File: config.mk
export PLATFORM = sky130hd
export DESIGN_NAME = midi_event_transmitter
export DESIGN_NICKNAME = d
export VERILOG_FILES = /design/src/rtl/midi_pkg.sv /design/src/rtl/midi_byte_writer.sv /design/src/rtl/midi_event_transmitter.sv
export SDC_FILE = /design/constraint.sdc
export NUM_CORES = 1
export LEC_CHECK = 0
export ABC_CLOCK_PERIOD_IN_PS = 4230
export CAP_MARGIN = 20
export CELL_PAD_IN_SITES_DETAIL_PLACEMENT = 1
export CELL_PAD_IN_SITES_GLOBAL_PLACEMENT = 2
export CORE_ASPECT_RATIO = 1.2
export CORE_MARGIN = 1.5
export CORE_UTILIZATION = 37
export DETAILED_ROUTE_END_ITERATION = 7
export PLACE_DENSITY = 0.95
export RECOVER_POWER = 50
export SYNTH_ARGS = -nofsm -noshare
export SYNTH_HDL_FRONTEND = slang
export SYNTH_SLANG_ARGS = --single-unit
File: constraint.sdc
create_clock -name CLOCK_50 -period 4.23 [get_ports CLOCK_50]
set_input_delay 0.6345 -clock CLOCK_50 [delete_from_list [all_inputs] [get_ports CLOCK_50]]
set_output_delay 0.6345 -clock CLOCK_50 [all_outputs]
set_load 0.03 [all_outputs]
File: src/rtl/midi_pkg.sv
// Shared encodings, FSM state type and helpers for the MIDI transmit path.
package midi_pkg;

    localparam logic [1:0] KIND_NOTE_OFF = 2'b00;
    localparam logic [1:0] KIND_NOTE_ON  = 2'b01;
    localparam logic [1:0] KIND_CC       = 2'b10;
    localparam logic [1:0] KIND_RSVD     = 2'b11;

    localparam logic [3:0] STATUS_NOTE_OFF = 4'h8;
    localparam logic [3:0] STATUS_NOTE_ON  = 4'h9;
    localparam logic [3:0] STATUS_CC       = 4'hB;

    // Index of the stop bit within a 10-bit 8N1 frame.
    localparam int unsigned FRAME_LAST_BIT = 9;

    typedef enum logic [1:0] {
        StIdle,
        StSendStatus,
        StSendData0,
        StSendData1
    } msg_state_e;

    function automatic int unsigned clks_per_bit(input int unsigned clk_hz,
                                                 input int unsigned baud);
        return clk_hz / baud;
    endfunction

    function automatic logic [7:0] status_byte(input logic [1:0] kind,
                                               input logic [3:0] channel);
        logic [3:0] nibble;
        case (kind)
            KIND_NOTE_ON: nibble = STATUS_NOTE_ON;
            KIND_CC:      nibble = STATUS_CC;
            default:      nibble = STATUS_NOTE_OFF;
        endcase
        return {nibble, channel};
    endfunction

endpackage

File: src/rtl/midi_byte_writer.sv
// 8N1 UART transmitter. The line register trails the frame counters by one cycle, so
// a byte handed over on edge e drives its start bit from edge e+1.
module midi_byte_writer
    import midi_pkg::*;
#(
    parameter int unsigned CLKS_PER_BIT = 1600
) (
    input  logic       CLOCK_50,
    input  logic       RESET,
    input  logic       byte_valid,
    output logic       byte_ready,
    input  logic [7:0] byte_value,
    output logic       byte_done,
    output logic       tx
);

    localparam int unsigned CntW = (CLKS_PER_BIT > 1) ? $clog2(CLKS_PER_BIT) : 1;

    logic [CntW-1:0] baud_cnt_q;
    logic [3:0]      bit_idx_q;
    logic [9:0]      frame_q;
    logic            active_q;
    logic            tx_q;
    logic            done_q;

    logic bit_end;
    logic last_cycle;
    logic load;

    assign bit_end    = baud_cnt_q == CntW'(CLKS_PER_BIT - 1);
    assign last_cycle = active_q && bit_end && (bit_idx_q == 4'(FRAME_LAST_BIT));
    // Ready in the final stop-bit cycle so consecutive bytes leave with no idle gap.
    assign byte_ready = !active_q || last_cycle;
    assign load       = byte_valid && byte_ready;

    always_ff @(posedge CLOCK_50) begin
        if (RESET) begin
            active_q   <= 1'b0;
            baud_cnt_q <= '0;
            bit_idx_q  <= '0;
            frame_q    <= '1;
            tx_q       <= 1'b1;
            done_q     <= 1'b0;
        end else begin
            done_q <= last_cycle;
            tx_q   <= active_q ? frame_q[bit_idx_q] : 1'b1;
            if (load) begin
                active_q   <= 1'b1;
                baud_cnt_q <= '0;
                bit_idx_q  <= '0;
                frame_q    <= {1'b1, byte_value, 1'b0};
            end else if (active_q) begin
                if (bit_end) begin
                    baud_cnt_q <= '0;
                    if (bit_idx_q == 4'(FRAME_LAST_BIT)) begin
                        active_q <= 1'b0;
                    end else begin
                        bit_idx_q <= bit_idx_q + 4'd1;
                    end
                end else begin
                    baud_cnt_q <= baud_cnt_q + CntW'(1);
                end
            end
        end
    end

    assign tx        = tx_q;
    assign byte_done = done_q;

endmodule

File: src/rtl/midi_event_transmitter.sv
// Formats Note Off / Note On / Control Change events as 3-byte MIDI messages with
// optional running status and streams them out through the byte writer.
module midi_event_transmitter
    import midi_pkg::*;
#(
    parameter int unsigned CLK_HZ         = 50_000_000,
    parameter int unsigned BAUD           = 31250,
    parameter bit          RUNNING_STATUS = 1'b1
) (
    input  logic       CLOCK_50,
    input  logic       RESET,
    input  logic       event_valid,
    output logic       event_ready,
    input  logic [1:0] event_kind,
    input  logic [3:0] event_channel,
    input  logic [6:0] event_data0,
    input  logic [6:0] event_data1,
    output logic       MIDI_TX,
    output logic       busy
);

    localparam int unsigned CLKS_PER_BIT = clks_per_bit(CLK_HZ, BAUD);

    msg_state_e state_q, state_d;

    logic [7:0] status_q;
    logic [7:0] data0_q;
    logic [7:0] data1_q;
    logic [7:0] last_status_q;
    logic       rs_valid_q;
    logic       status_pending_q;
    logic       data1_sent_q;
    logic       ready_q;

    logic       accept;
    logic       skip_status;
    logic       handoff;
    logic [7:0] event_status;
    logic       byte_valid;
    logic       byte_ready;
    logic       byte_done;
    logic [7:0] byte_value;

    assign accept       = event_valid && ready_q;
    assign event_status = status_byte(event_kind, event_channel);
    assign skip_status  = RUNNING_STATUS && rs_valid_q && (event_status == last_status_q);
    assign handoff      = byte_valid && byte_ready;
    assign event_ready  = ready_q;

    always_ff @(posedge CLOCK_50) begin
        if (RESET) begin
            state_q <= StIdle;
        end else begin
            state_q <= state_d;
        end
    end

    always_comb begin
        state_d = state_q;
        unique case (state_q)
            StIdle: begin
                if (accept && (event_kind != KIND_RSVD)) begin
                    state_d = skip_status ? StSendData0 : StSendStatus;
                end
            end
            StSendStatus: begin
                if (handoff) state_d = StSendData0;
            end
            StSendData0: begin
                if (handoff) state_d = StSendData1;
            end
            StSendData1: begin
                // Writer idle right after a stop bit means the last byte has left the pin.
                if (data1_sent_q && byte_done && byte_ready) state_d = StIdle;
            end
            default: state_d = StIdle;
        endcase
    end

    always_comb begin
        byte_valid = 1'b0;
        byte_value = data0_q;
        busy       = 1'b1;
        unique case (state_q)
            StIdle: busy = 1'b0;
            StSendStatus: begin
                byte_valid = 1'b1;
                byte_value = status_q;
            end
            StSendData0: begin
                byte_valid = 1'b1;
                byte_value = data0_q;
            end
            StSendData1: begin
                byte_valid = !data1_sent_q;
                byte_value = data1_q;
            end
            default: busy = 1'b0;
        endcase
    end

    always_ff @(posedge CLOCK_50) begin
        if (RESET) begin
            ready_q          <= 1'b0;
            status_q         <= '0;
            data0_q          <= '0;
            data1_q          <= '0;
            last_status_q    <= '0;
            rs_valid_q       <= 1'b0;
            status_pending_q <= 1'b0;
            data1_sent_q     <= 1'b0;
        end else begin
            // A discarded reserved event still drops ready for exactly one cycle.
            ready_q <= (state_d == StIdle) && !accept;
            if (accept) begin
                status_q <= event_status;
                data0_q  <= {1'b0, event_data0};
                data1_q  <= {1'b0, event_data1};
            end
            // The first byte completion after handing over a status byte is that status byte.
            if ((state_q == StSendStatus) && handoff) begin
                status_pending_q <= 1'b1;
            end else if (byte_done) begin
                status_pending_q <= 1'b0;
            end
            if (status_pending_q && byte_done) begin
                last_status_q <= status_q;
                rs_valid_q    <= 1'b1;
            end
            if ((state_q == StSendData1) && handoff) begin
                data1_sent_q <= 1'b1;
            end else if (state_q == StIdle) begin
                data1_sent_q <= 1'b0;
            end
        end
    end

    midi_byte_writer #(
        .CLKS_PER_BIT(CLKS_PER_BIT)
    ) u_writer (
        .CLOCK_50  (CLOCK_50),
        .RESET     (RESET),
        .byte_valid(byte_valid),
        .byte_ready(byte_ready),
        .byte_value(byte_value),
        .byte_done (byte_done),
        .tx        (MIDI_TX)
    );

endmodule

==> qor.csv, run 1 <==
stage,metric,value,unit
outcome,outcome,"finished, final reports clean",
min_path,holdPathStages,2,
grt,grt.overflow.total,0,
clock_network,post-cts-setup-buffer-count,0,
synthesis,async_reset_ff_share,0,%
floorplan,initial_core_util,37.9,%
route,wl_per_cell,14.7,um
pwr,irDropWorstVdd,0.000201,V
synthesis,synth_nets,353,
pwr,power_density,495,mW/mm2
synthesis,synth_ff_type,dfxtp_1,
clock_network,clock_latency,0.34,ns
floorplan,die_area,0.00793,mm2
route,drt-pass1-iter-count,4,
grt,grt_max_degree,24,
synthesis,yosys.area.top_type,dfxtp_1,
synthesis,yosysTopAreaCellShare,44.6,%
critical_path,reg2regPathDepth,6,
timing,clock.fmax,370,MHz
finish,antenna_cells,0,
synthesis,yosysMostFrequentCell,nand2_1,
floorplan,die_w,81.5,um
clock_network,clockBufferDepth,2,
synthesis,synth_area,0.00274,mm2
synthesis,ys_top_cells_by_area,"dfxtp_1 (45%), nand2_1 (9.0%), a21oi_1 (7.7%)",
clock_network,ctsHtreeMaxLevel,3,
floorplan,rows,34,
critical_path,crit_chain,inv_1 -> ha_1 -> inv_1 -> clkdlybuf4s50_1,
finish,drive_gt1_share,6.92,%
finish,multiInputGateArea,0.00143,mm2
critical_path,rr_startpoint,u_writer.bit_idx_q[0]$_SDFFE_PP0P_,
clock_network,path_clk_slew,0.08,ns
placed_design,port_buffers,25,
timing,slew-limit-headroom,8.33,%
min_path,hold_end,u_writer.frame_q[0]$_SDFFE_PP1P_,
synthesis,ys_seq_elements,61,
grt,grt_pass1_vias,2367,
placed_design,dpl.hpwl,4520,um
route,routed_wl,6440,um
timing,clock_skew,0.0138,ns
min_path,hold_start,u_writer.frame_q[0]$_SDFFE_PP1P_,
timing,rsz0062_at_grt,false,
timing,tightest_slew,1.37,ns
grt,grt_antenna_before_repair,0,
clock_network,cts_tree,yes,
route,dr_total_vias,2269,
critical_path,cp_slowest_cell,clkdlybuf4s50_1,
floorplan,die_y,97.3,um
finish,area.growth.synth_to_final,18.9,%
route,antenna_left,0,
timing,fin_setup_tns,0,ns
critical_path,startpoint,state_q[0]$_SDFF_PP0_,
critical_path,worst-path-buf-inv,3,
critical_path,start_kind,flop,
critical_path,worstSetupPathType,flop to output port,
timing,holdWs,0.450,ns
timing,hold_violations,0,
critical_path,critical-path-top-delay-family,buffers and inverters,
clock_network,cts_num_sinks,61,
clock_network,cts_buffers,9,
placed_design,gp_congestion,0.758,
synthesis,ys_seq_area_share,44.6,%
synthesis,synth_commonest_cells,"nand2_1 (66), dfxtp_1 (61), a21oi_1 (42)",
finish,fillers,877,
critical_path,arrival,2.07,ns
clock_network,hold_buffers,0,
floorplan,io_pins,26,
critical_path,cp-end-kind,output port,
critical_path,worst-r2r-setup-slack,1.63,ns
timing,report.final.slew_viol_count,0,
critical_path,critPathMaxFanout,7,
synthesis,syn_avg_cell_area,8.53,um2
grt,grt_use_total,18.3,%
synthesis,syn_inst,321,
route,drt_iter0_drc,85,
synthesis,synth_cell_types,46,
timing,period_minus_slack,2.70,ns
timing,period_share,63.9,%
route,drc_errors,0,
critical_path,crit_top_cell,inv_1,
min_path,hp-class,flop to flop,
finish,nets,374,
clock_network,root_buffer,clkbuf_8,
pwr,power_leakage,1.13,nW
critical_path,critical_path.max_stage_delay,0.71,ns
timing,finalSetupViolCount,0,
floorplan,core,0.00723,mm2
route,viasPerCell,5.19,
critical_path,r2r_end,event_ready$_SDFF_PP0_,
grt,grt_pass1_wl,11100,um
clock_network,post_cts_resized,0,
synthesis,synth_edf_count,0,
flow_run,drv_cap,0,
critical_path,cp.required,3.60,ns
finish,final_util,45.0,%
finish,seq_area,0.00122,mm2
synthesis,ys_warn_count,0,
==> how the worst max path moves through the flow <==
| stage | endpoint | slack [ns] | cells after the start |
|---|---|---|---|
| floorplan | event_ready$_SDFF_PP0_ | 2.13 | 6 |
| detailed placement | event_ready$_SDFF_PP0_ | 1.52 | 8 |
| finish | busy | 1.53 | 4 |
| CTS | busy | 1.51 | 4 |
| global placement | event_ready$_SDFF_PP0_ | 1.59 | 8 |
| global route | busy | 1.42 | 4 |
==> layout by cell type (no fill, tap or decap), drive strengths merged, types with 6 or more instances in the layout <==
master         count
ha                 9
xor2              11
clkdlybuf4s50     21
xnor2              7
clkbuf            11
nor3               6
inv                7
nand3             15
a21oi             42
nor2              22
nand2             67
a22oi              6
a211o              7
dfxtp             61
==> layer usage <==
metal | up-vias | routed length, um | global-route usage (%)
met1 | 1072 | 2950 | 21.8
met4 | 0 | 127 | 8.89
met3 | 11 | 191 | 4.04
met5 | - | 0 | 0
li1 | 1153 | - | -
met2 | 33 | 3170 | 30.4
==> sequential cells by signal (all words and copies together), names as in the netlist <==
name                 cells
data1_sent_q             1
status_q                 7
u_writer.active_q        1
u_writer.baud_cnt_q     11
data0_q                  7
state_q                  2
data1_q                  7
status_pending_q         1
u_writer.frame_q         9
event_ready              1
u_writer.bit_idx_q       4
rs_valid_q               1
u_writer.tx              1
last_status_q            7
u_writer.byte_done       1
==> kinds of logic (layout without fill, tap and decap cells) <==
| logic type | after synthesis | count (layout) | share of synthesized area (%) |
|---|---|---|---|
| muxes | 3 | 3 | 2.01 |
| buffers and inverters | 23 | 49 | 3.24 |
| and+or+nand+nor | 135 | 135 | 23.2 |
| DFF | 61 | 61 | 44.6 |
| adders and majority gates | 9 | 9 | 4.11 |
| xor gates and xnor gates | 18 | 18 | 5.76 |
| AOI/OAI and AO/OA | 72 | 72 | 17.1 |
==> stage by stage <==
step	worst slack (ns)	power, mW	instance area (um2)	cells
3_5_place_dp	1.52	1.06	3050	421
6_report	1.53	1.61	3260	437
4_1_cts	1.51	1.63	3260	437
2_1_floorplan	2.13	0.946	2740	321
5_1_grt	1.42	1.70	3260	437
3_3_place_gp	1.59	1.05	3050	421
==> power breakdown <==
| part | internal, mW | leakage (nW) | switching, mW |
|---|---|---|---|
| Combinational | 0.152 | 0.530 | 0.207 |
| Sequential | 0.633 | 0.494 | 0.0510 |
| Clock | 0.332 | 0.110 | 0.236 |
| Total | 1.12 | 1.13 | 0.494 |
==> layout make-up <==
class / instances / share of cell area, %
Clock buffer: 10 / 3.92
Clock inverter: 6 / 2.69
Inverter: 7 / 0.807
Multi-Input combinational cell: 237 / 43.8
Sequential cell: 61 / 37.5
Tap cell: 90 / 3.46
Timing Repair Buffer: 26 / 7.80
==> worst reg2reg max path: cells and delay by family (launching register included) <==
family | cells | cell delay, ns
AO/OA/AOI/OAI | 2 | 1.01
adder cells (fa/ha/maj) | 1 | 0.21
flip-flops | 1 | 0.52
AND/OR/NAND/NOR | 3 | 0.70
No activity file was read; power rests on OpenSTA's default activity.
==> inputs of run 2 (changes only) <==
Settings changed: ABC_CLOCK_PERIOD_IN_PS 4230 to 2540, CORE_UTILIZATION 37 to 34, PLACE_DENSITY 0.95 to 0.89.
Clock period 4.23 ns to 2.54 ns, I/O delays scaled along.
==> run 2 against run 1 <==
  * The run now ends with DRC left
  * Power is 64% higher
  * Die area is 8.5% higher
  * Combinational power rose by 76%
  * Clock skew is 0.0028 ns lower
  * Non-clock buffer count up 10
  * Sequential share of layout area shrank 0.64 points
  * Clock power is 54% higher
  * Cell area grew 1.7%
  * Global-route usage down 1.1 points
  * Core utilization down 2.3 points
  * Count of clock-buffer cells in the layout fell by 1
  * Critical path type unchanged
  * Largest power group unchanged
  * Highest routed layer unchanged
==> qor.csv, run 2 (same netlist as run 1, synthesis figures left out) <==
stage,metric,value,unit,change
outcome,outcome,finished with violations,,
outcome,violations,DRC,,
floorplan,die_area,0.00861,mm2,+8.5%
route,drc_errors,2,,+2
clock_network,clockBufferDepth,2,,unchanged
timing,fin_setup_tns,0,ns,unchanged
timing,period_share,92.0,%,
timing,slew-limit-headroom,24.0,%,+16 points
grt,grt_max_degree,24,,unchanged
placed_design,dpl.hpwl,4730,um,+4.5%
clock_network,post_cts_resized,0,,unchanged
timing,report.final.slew_viol_count,0,,unchanged
route,wl_per_cell,14.8,um,+0.40%
clock_network,hold_buffers,0,,unchanged
critical_path,reg2regPathDepth,6,,unchanged
finish,final_common_cell,nand2_1,,
critical_path,worst-path-buf-inv,3,,unchanged
timing,holdWs,0.449,ns,-0.00127 ns
grt,grt_util_met2,30.8,%,+0.38 points
critical_path,rr_startpoint,u_writer.baud_cnt_q[0]$_SDFFE_PP0P_,,
clock_network,root_buffer,clkbuf_8,,
flow_run,drv_cap,0,,unchanged
pwr,comb_power_share,23.9,%,+1.6 points
finish,drive_gt1_share,9.80,%,+2.9 points
finish,top_regs,"u_writer.baud_cnt_q: 11 flops, u_writer.frame_q: 9 flops",,
finish,regMostFlops,u_writer.baud_cnt_q,,
critical_path,critical_path.max_stage_delay,0.67,ns,-0.04 ns
critical_path,crit_chain,inv_1 -> ha_1 -> inv_1 -> clkdlybuf4s50_1,,
route,routed_wl,6640,um,+3.2%
clock_network,cts_num_sinks,61,,unchanged
critical_path,critical-path-top-delay-family,buffers and inverters,,
grt,grt_antenna_before_repair,0,,unchanged
grt,grt_use_met1,19.3,%,-2.6 points
grt,grt_pass1_wl,11400,um,+3.3%
min_path,hp-class,flop to flop,,
route,viasPerCell,5.28,,+1.7%
floorplan,io_pins,26,,unchanged
finish,nets,384,,+2.7%
clock_network,clock_latency,0.35,ns,about the same
route,drt-pass1-iter-count,7,,+3
timing,finalSetupViolCount,0,,unchanged
critical_path,worstSetupPathType,flop to output port,,
finish,largest_reg_flops,11,,unchanged
finish,final_cell_mix,"nand2_1 (66), dfxtp_1 (61), a21oi_1 (42)",,
route,drt_iter0_drc,93,,+9.4%
critical_path,cp-end-kind,output port,,
timing,clock_skew,0.0110,ns,-0.00279 ns
critical_path,worst-r2r-setup-slack,0.41,ns,-1.22 ns
floorplan,rows,35,,+2.9%
critical_path,r2r_end,state_q[0]$_SDFF_PP0_,,
min_path,hold_start,u_writer.frame_q[0]$_SDFFE_PP1P_,,
pwr,p_switching,857,uW,+73%
clock_network,ctsHtreeMaxLevel,3,,unchanged
grt,grt_use_total,17.2,%,-1.1 points
timing,rsz0062_at_grt,false,,
timing,clock.fmax,428,MHz,
grt,grt.overflow.total,0,,unchanged
timing,hold_violations,0,,unchanged
clock_network,cts_tree,yes,,
pwr,switching_share,32.4,%,+1.7 points
grt,busiest_layer,met2,,
placed_design,gp_congestion,0.767,,+1.1%
finish,fillers,927,,+5.7%
timing,tightest_slew,1.14,ns,-0.234 ns
timing,period_minus_slack,2.34,ns,
pwr,irDropWorstVdd,0.000493,V,+150%
floorplan,initial_core_util,35.3,%,-2.5 points
pwr,power_leakage,1.17,nW,+3.2%
critical_path,arrival,1.96,ns,-0.11 ns
pwr,p_int,1.79,mW,+60%
floorplan,die_y,101,um,+4.2%
floorplan,die_w,84.9,um,+4.2%
finish,antenna_cells,0,,unchanged
pwr,seqPwrFrac,43.1,%,+0.7 points
grt,grt_pass1_vias,2386,,+0.80%
clock_network,path_clk_slew,0.08,ns,about the same
critical_path,crit_top_cell,inv_1,,
critical_path,cp.required,2.16,ns,-1.44 ns
route,dr_total_vias,2370,,+4.5%
pwr,power_density,798,mW/mm2,+61%
clock_network,post-cts-setup-buffer-count,0,,unchanged
grt,met3_usage,3.42,%,-0.61 points
min_path,holdPathStages,2,,unchanged
placed_design,port_buffers,25,,unchanged
floorplan,core,0.00775,mm2,+7.2%
pwr,clockPowerShare,33.0,%,-2.3 points
critical_path,critPathMaxFanout,6,,-1
clock_network,cts_buffers,9,,unchanged
critical_path,start_kind,flop,,
critical_path,cp_slowest_cell,clkdlybuf4s50_1,,
min_path,hold_end,u_writer.frame_q[0]$_SDFFE_PP1P_,,
finish,area.growth.synth_to_final,20.9,%,
route,antenna_left,0,,unchanged
run 2: power by group through the flow:
| stage | registers [mW] | logic, mW | clock network (mW) |
|---|---|---|---|
| 2_1_floorplan | 1.14 | 0.436 | 0 |
| 3_3_place_gp | 1.16 | 0.627 | 0 |
| 3_5_place_dp | 1.16 | 0.640 | 0 |
| 4_1_cts | 1.14 | 0.645 | 0.891 |
| 5_1_grt | 1.15 | 0.704 | 0.937 |
| 6_report | 1.14 | 0.631 | 0.874 |
run 2: worst reg2reg max path, delay by kind of cell, from the launching register on:
kind,cells,cell delay [ns]
adders and majority gates,1,0.26
DFF,1,0.38
AOI/OAI and AO/OA,3,1.00
and+or+nand+nor,2,0.37
run 2: worst max path at each step:
| stage | startpoint | end | cells after the start |
|---|---|---|---|
| floorplan | u_writer.bit_idx_q[0]$_SDFFE_PP0P_ | event_ready$_SDFF_PP0_ | 6 |
| global placement | event_kind[0] | event_ready$_SDFF_PP0_ | 8 |
| detailed placement | event_kind[0] | event_ready$_SDFF_PP0_ | 8 |
| CTS | state_q[0]$_SDFF_PP0_ | busy | 4 |
| global route | state_q[0]$_SDFF_PP0_ | busy | 4 |
| finish | state_q[0]$_SDFF_PP0_ | busy | 4 |
run 2: stage by stage:
step | std cells | instance area, um2 | setup WS, ns | util, % | power, mW
floorplan | 321 | 2740 | 0.439 | - | 1.58
global placement | 433 | 3120 | 0.186 | 40.3 | 1.78
detailed placement | 433 | 3120 | 0.112 | 40.3 | 1.80
CTS | 449 | 3320 | 0.196 | 42.9 | 2.67
global route | 449 | 3310 | 0.0899 | 42.7 | 2.79
finish | 449 | 3310 | 0.203 | 42.7 | 2.64
run 2: routing by layer:
layer,vias up,routed length (um)
met3,12,193
met5,-,0
li1,1169,-
met4,0,148
met1,1149,2890
met2,40,3410
run 2: final cells by class:
cell class              instances  area, um2  share of cell area [%]
multi-input cells             237       1430                    43.1
inverters                       7       26.3                   0.793
repair buffers                 36        323                    9.75
well taps                      92        115                    3.48
clock inverters                 7       73.8                    2.23
clock buffers                   9        124                    3.74
flip-flops and latches         61       1220                    36.9
==> inputs of run 3 (changes only) <==
Settings changed: ABC_CLOCK_PERIOD_IN_PS 2540 to 2200.
Clock period 2.54 ns to 2.2 ns, I/O delays scaled along.
==> run 3 against run 2 <==
  * The flow still finishes with violations (DRC)
  * Cell count up 1.6%
  * Register-to-register slack worse by 0.30 ns
  * Hold slack gained 0.0087 ns
  * Critical path depth is 1 higher
  * Worst setup slack worse by 0.094 ns
  * Clock skew increased by 0.0055 ns
  * Combinational power is 21% higher
  * Die area did not move
  * First-iteration DRC count down 20%
  * Count of clock-buffer cells in the layout stayed put
  * Largest cell class unchanged
  * Largest power group unchanged
==> qor.csv, run 3 (same netlist as run 1, synthesis figures left out) <==
stage,metric,value,unit,change
flow_run,drv_cap,0,,unchanged
route,routed_wl,6670,um,+0.41%
timing,holdWs,0.458,ns,+0.00867 ns
floorplan,rows,35,,unchanged
finish,nets,391,,+1.8%
outcome,violations,DRC,,
route,viasPerCell,5.20,,-1.6%
clock_network,cts_tree,yes,,
grt,grt_pass1_vias,2466,,+3.4%
floorplan,initial_core_util,35.3,%,unchanged
min_path,hold_start,data0_q[2]$_SDFFE_PP0P_,,
critical_path,rr_startpoint,u_writer.baud_cnt_q[9]$_SDFFE_PP0P_,,
finish,regMostFlops,u_writer.baud_cnt_q,,
grt,grt.overflow.total,0,,unchanged
route,dr_total_vias,2369,,-0.042%
critical_path,worstSetupPathType,flop to flop,,
placed_design,gp_congestion,0.794,,+3.6%
critical_path,reg2regPathDepth,5,,-1
clock_network,cts_num_sinks,61,,unchanged
finish,final_common_cell,nand2_1,,
grt,grt_max_degree,43,,+79%
grt,grt_antenna_before_repair,0,,unchanged
pwr,power_leakage,1.23,nW,+4.6%
timing,fin_setup_tns,0,ns,unchanged
grt,grt_pass1_wl,11600,um,+1.6%
finish,drive_gt1_share,12.4,%,+2.6 points
clock_network,ctsHtreeMaxLevel,3,,unchanged
pwr,irDropWorstVdd,0.000478,V,-3.1%
timing,rsz0062_at_grt,false,,
min_path,holdPathStages,2,,unchanged
clock_network,post-cts-setup-buffer-count,0,,unchanged
timing,report.final.slew_viol_count,0,,unchanged
pwr,p_switching,1.02,mW,+19%
critical_path,worst-r2r-setup-slack,0.11,ns,-0.30 ns
timing,period_share,95.1,%,
floorplan,die_area,0.00861,mm2,unchanged
timing,clock_skew,0.0165,ns,+0.00551 ns
clock_network,hold_buffers,0,,unchanged
timing,period_minus_slack,2.09,ns,
placed_design,port_buffers,25,,unchanged
floorplan,die_y,101,um,unchanged
clock_network,path_clk_slew,0.09,ns,about the same
critical_path,cp.required,2.45,ns,+0.29 ns
min_path,hp-class,flop to flop,,
finish,stdcell_count,456,,+1.6%
clock_network,clock_latency,0.35,ns,about the same
placed_design,dp_worst_setup_slack,-0.188,ns,-0.299 ns
pwr,clockPowerShare,33.7,%,+0.7 points
route,antenna_left,0,,unchanged
finish,area.growth.synth_to_final,23.2,%,
clock_network,root_buffer,clkbuf_8,,
critical_path,start_kind,flop,,
finish,final_cell_mix,"nand2_1 (66), dfxtp_1 (61), a21oi_1 (42)",,
grt,grt_use_total,17.2,%,+0.017 points
finish,largest_reg_flops,11,,unchanged
pwr,switching_share,32.8,%,+0.41 points
pwr,seqPwrFrac,41.7,%,-1.4 points
route,drc_errors,2,,unchanged
floorplan,io_pins,26,,unchanged
pwr,power_density,918,mW/mm2,+15%
finish,antenna_cells,0,,unchanged
critical_path,r2r_end,state_q[0]$_SDFF_PP0_,,
placed_design,dpl.hpwl,4660,um,-1.3%
clock_network,clockBufferDepth,2,,unchanged
critical_path,cp-end-kind,flop,,
floorplan,core,0.00775,mm2,unchanged
timing,hold_violations,0,,unchanged
outcome,outcome,finished with violations,,
placed_design,placedCellCount,440,,+1.6%
pwr,comb_power_share,24.6,%,+0.7 points
pwr,p_int,2.08,mW,+16%
route,wl_per_cell,14.6,um,-1.1%
finish,top_regs,"u_writer.baud_cnt_q: 11 flops, u_writer.frame_q: 9 flops",,
route,drt-pass1-iter-count,6,,-1
finish,fillers,932,,+0.54%
clock_network,cts_buffers,9,,unchanged
critical_path,critPathMaxFanout,5,,-1
timing,tightest_slew,0.907,ns,-0.233 ns
route,drt_iter0_drc,74,,-20%
timing,finalSetupViolCount,0,,unchanged
critical_path,arrival,2.34,ns,+0.38 ns
timing,clock.fmax,478,MHz,
timing,layout_setup_ws,0.109,ns,-0.0943 ns
floorplan,die_w,84.9,um,unchanged
min_path,hold_end,data0_q[2]$_SDFFE_PP0P_,,
timing,slew-limit-headroom,39.5,%,+16 points
[run 3: changes by cell type in the layout (fill, tap and decap cells not counted)]
cell	previous run	this run
clkinv_2	2	1
buf_4	8	17
inv_8	0	1
clkbuf_1	2	0
clkinvlp_4	1	0
dlygate4sd3_1	3	1
clkdlybuf4s50_1	22	23
inv_6	1	2
clkbuf_2	1	2
[run 3: worst max-delay path by stage]
stage / slack, ns / start / endpoint
global route: 0.004 / u_writer.baud_cnt_q[9]$_SDFFE_PP0P_ / event_ready$_SDFF_PP0_
CTS: 0.05 / state_q[0]$_SDFF_PP0_ / busy
finish: 0.11 / u_writer.baud_cnt_q[9]$_SDFFE_PP0P_ / state_q[0]$_SDFF_PP0_
floorplan: 0.1 / u_writer.bit_idx_q[0]$_SDFFE_PP0P_ / event_ready$_SDFF_PP0_
detailed placement: -0.19 / event_kind[0] / state_q[0]$_SDFF_PP0_
global placement: -0.10 / event_kind[0] / event_ready$_SDFF_PP0_
[run 3: metal layers]
metal,track usage [%],up-vias,part of all wire [%],routed length [um]
met5,0,-,0,0
met4,7.44,0,1.8,117
met3,4.16,10,2.5,168
met2,30.4,29,52,3440
met1,20.0,1140,44,2950
li1,-,1190,-,-
[run 3: metrics by stage]
| stage | util [%] | instance area [um2] | power, mW |
|---|---|---|---|
| global placement | 41.1 | 3190 | 2.07 |
| CTS | 43.8 | 3390 | 3.14 |
| detailed placement | 41.1 | 3190 | 2.10 |
| finish | 43.5 | 3370 | 3.10 |
| floorplan | - | 2740 | 1.82 |
| global route | 43.5 | 3370 | 3.28 |
[run 3: area by class of cell]
type,count,area [um2],area share [%]
timing repair buffer,43,378,11.2
sequential,61,1220,36.2
tap,92,115,3.41
clock buffer,9,124,3.67
clock inverter,7,81.3,2.41
inverter,7,26.3,0.779
multi-input combinational,237,1430,42.3
[run 3: repair_timing]
item / in CTS / in global routing
hold endpoints to repair: 0 / 0
pin swaps: 0 / 0
gates resized for setup: 1 / 2
setup endpoints to repair: 1 / 1
[run 3: power groups by stage]
stage / registers [mW] / logic [mW] / clock network [mW]
6_report: 1.29 / 0.762 / 1.04
3_3_place_gp: 1.32 / 0.759 / 0
5_1_grt: 1.31 / 0.848 / 1.12
3_5_place_dp: 1.32 / 0.779 / 0
4_1_cts: 1.29 / 0.777 / 1.07
2_1_floorplan: 1.32 / 0.503 / 0
[run 3: worst max-delay path, cell delays in order, from the launching register on]
cell and delay [ns]:
dfxtp_1 0.36, or3b_4 0.42, o41ai_4 0.50, o22ai_1 0.16, a211o_1 0.35, and2_2 0.20
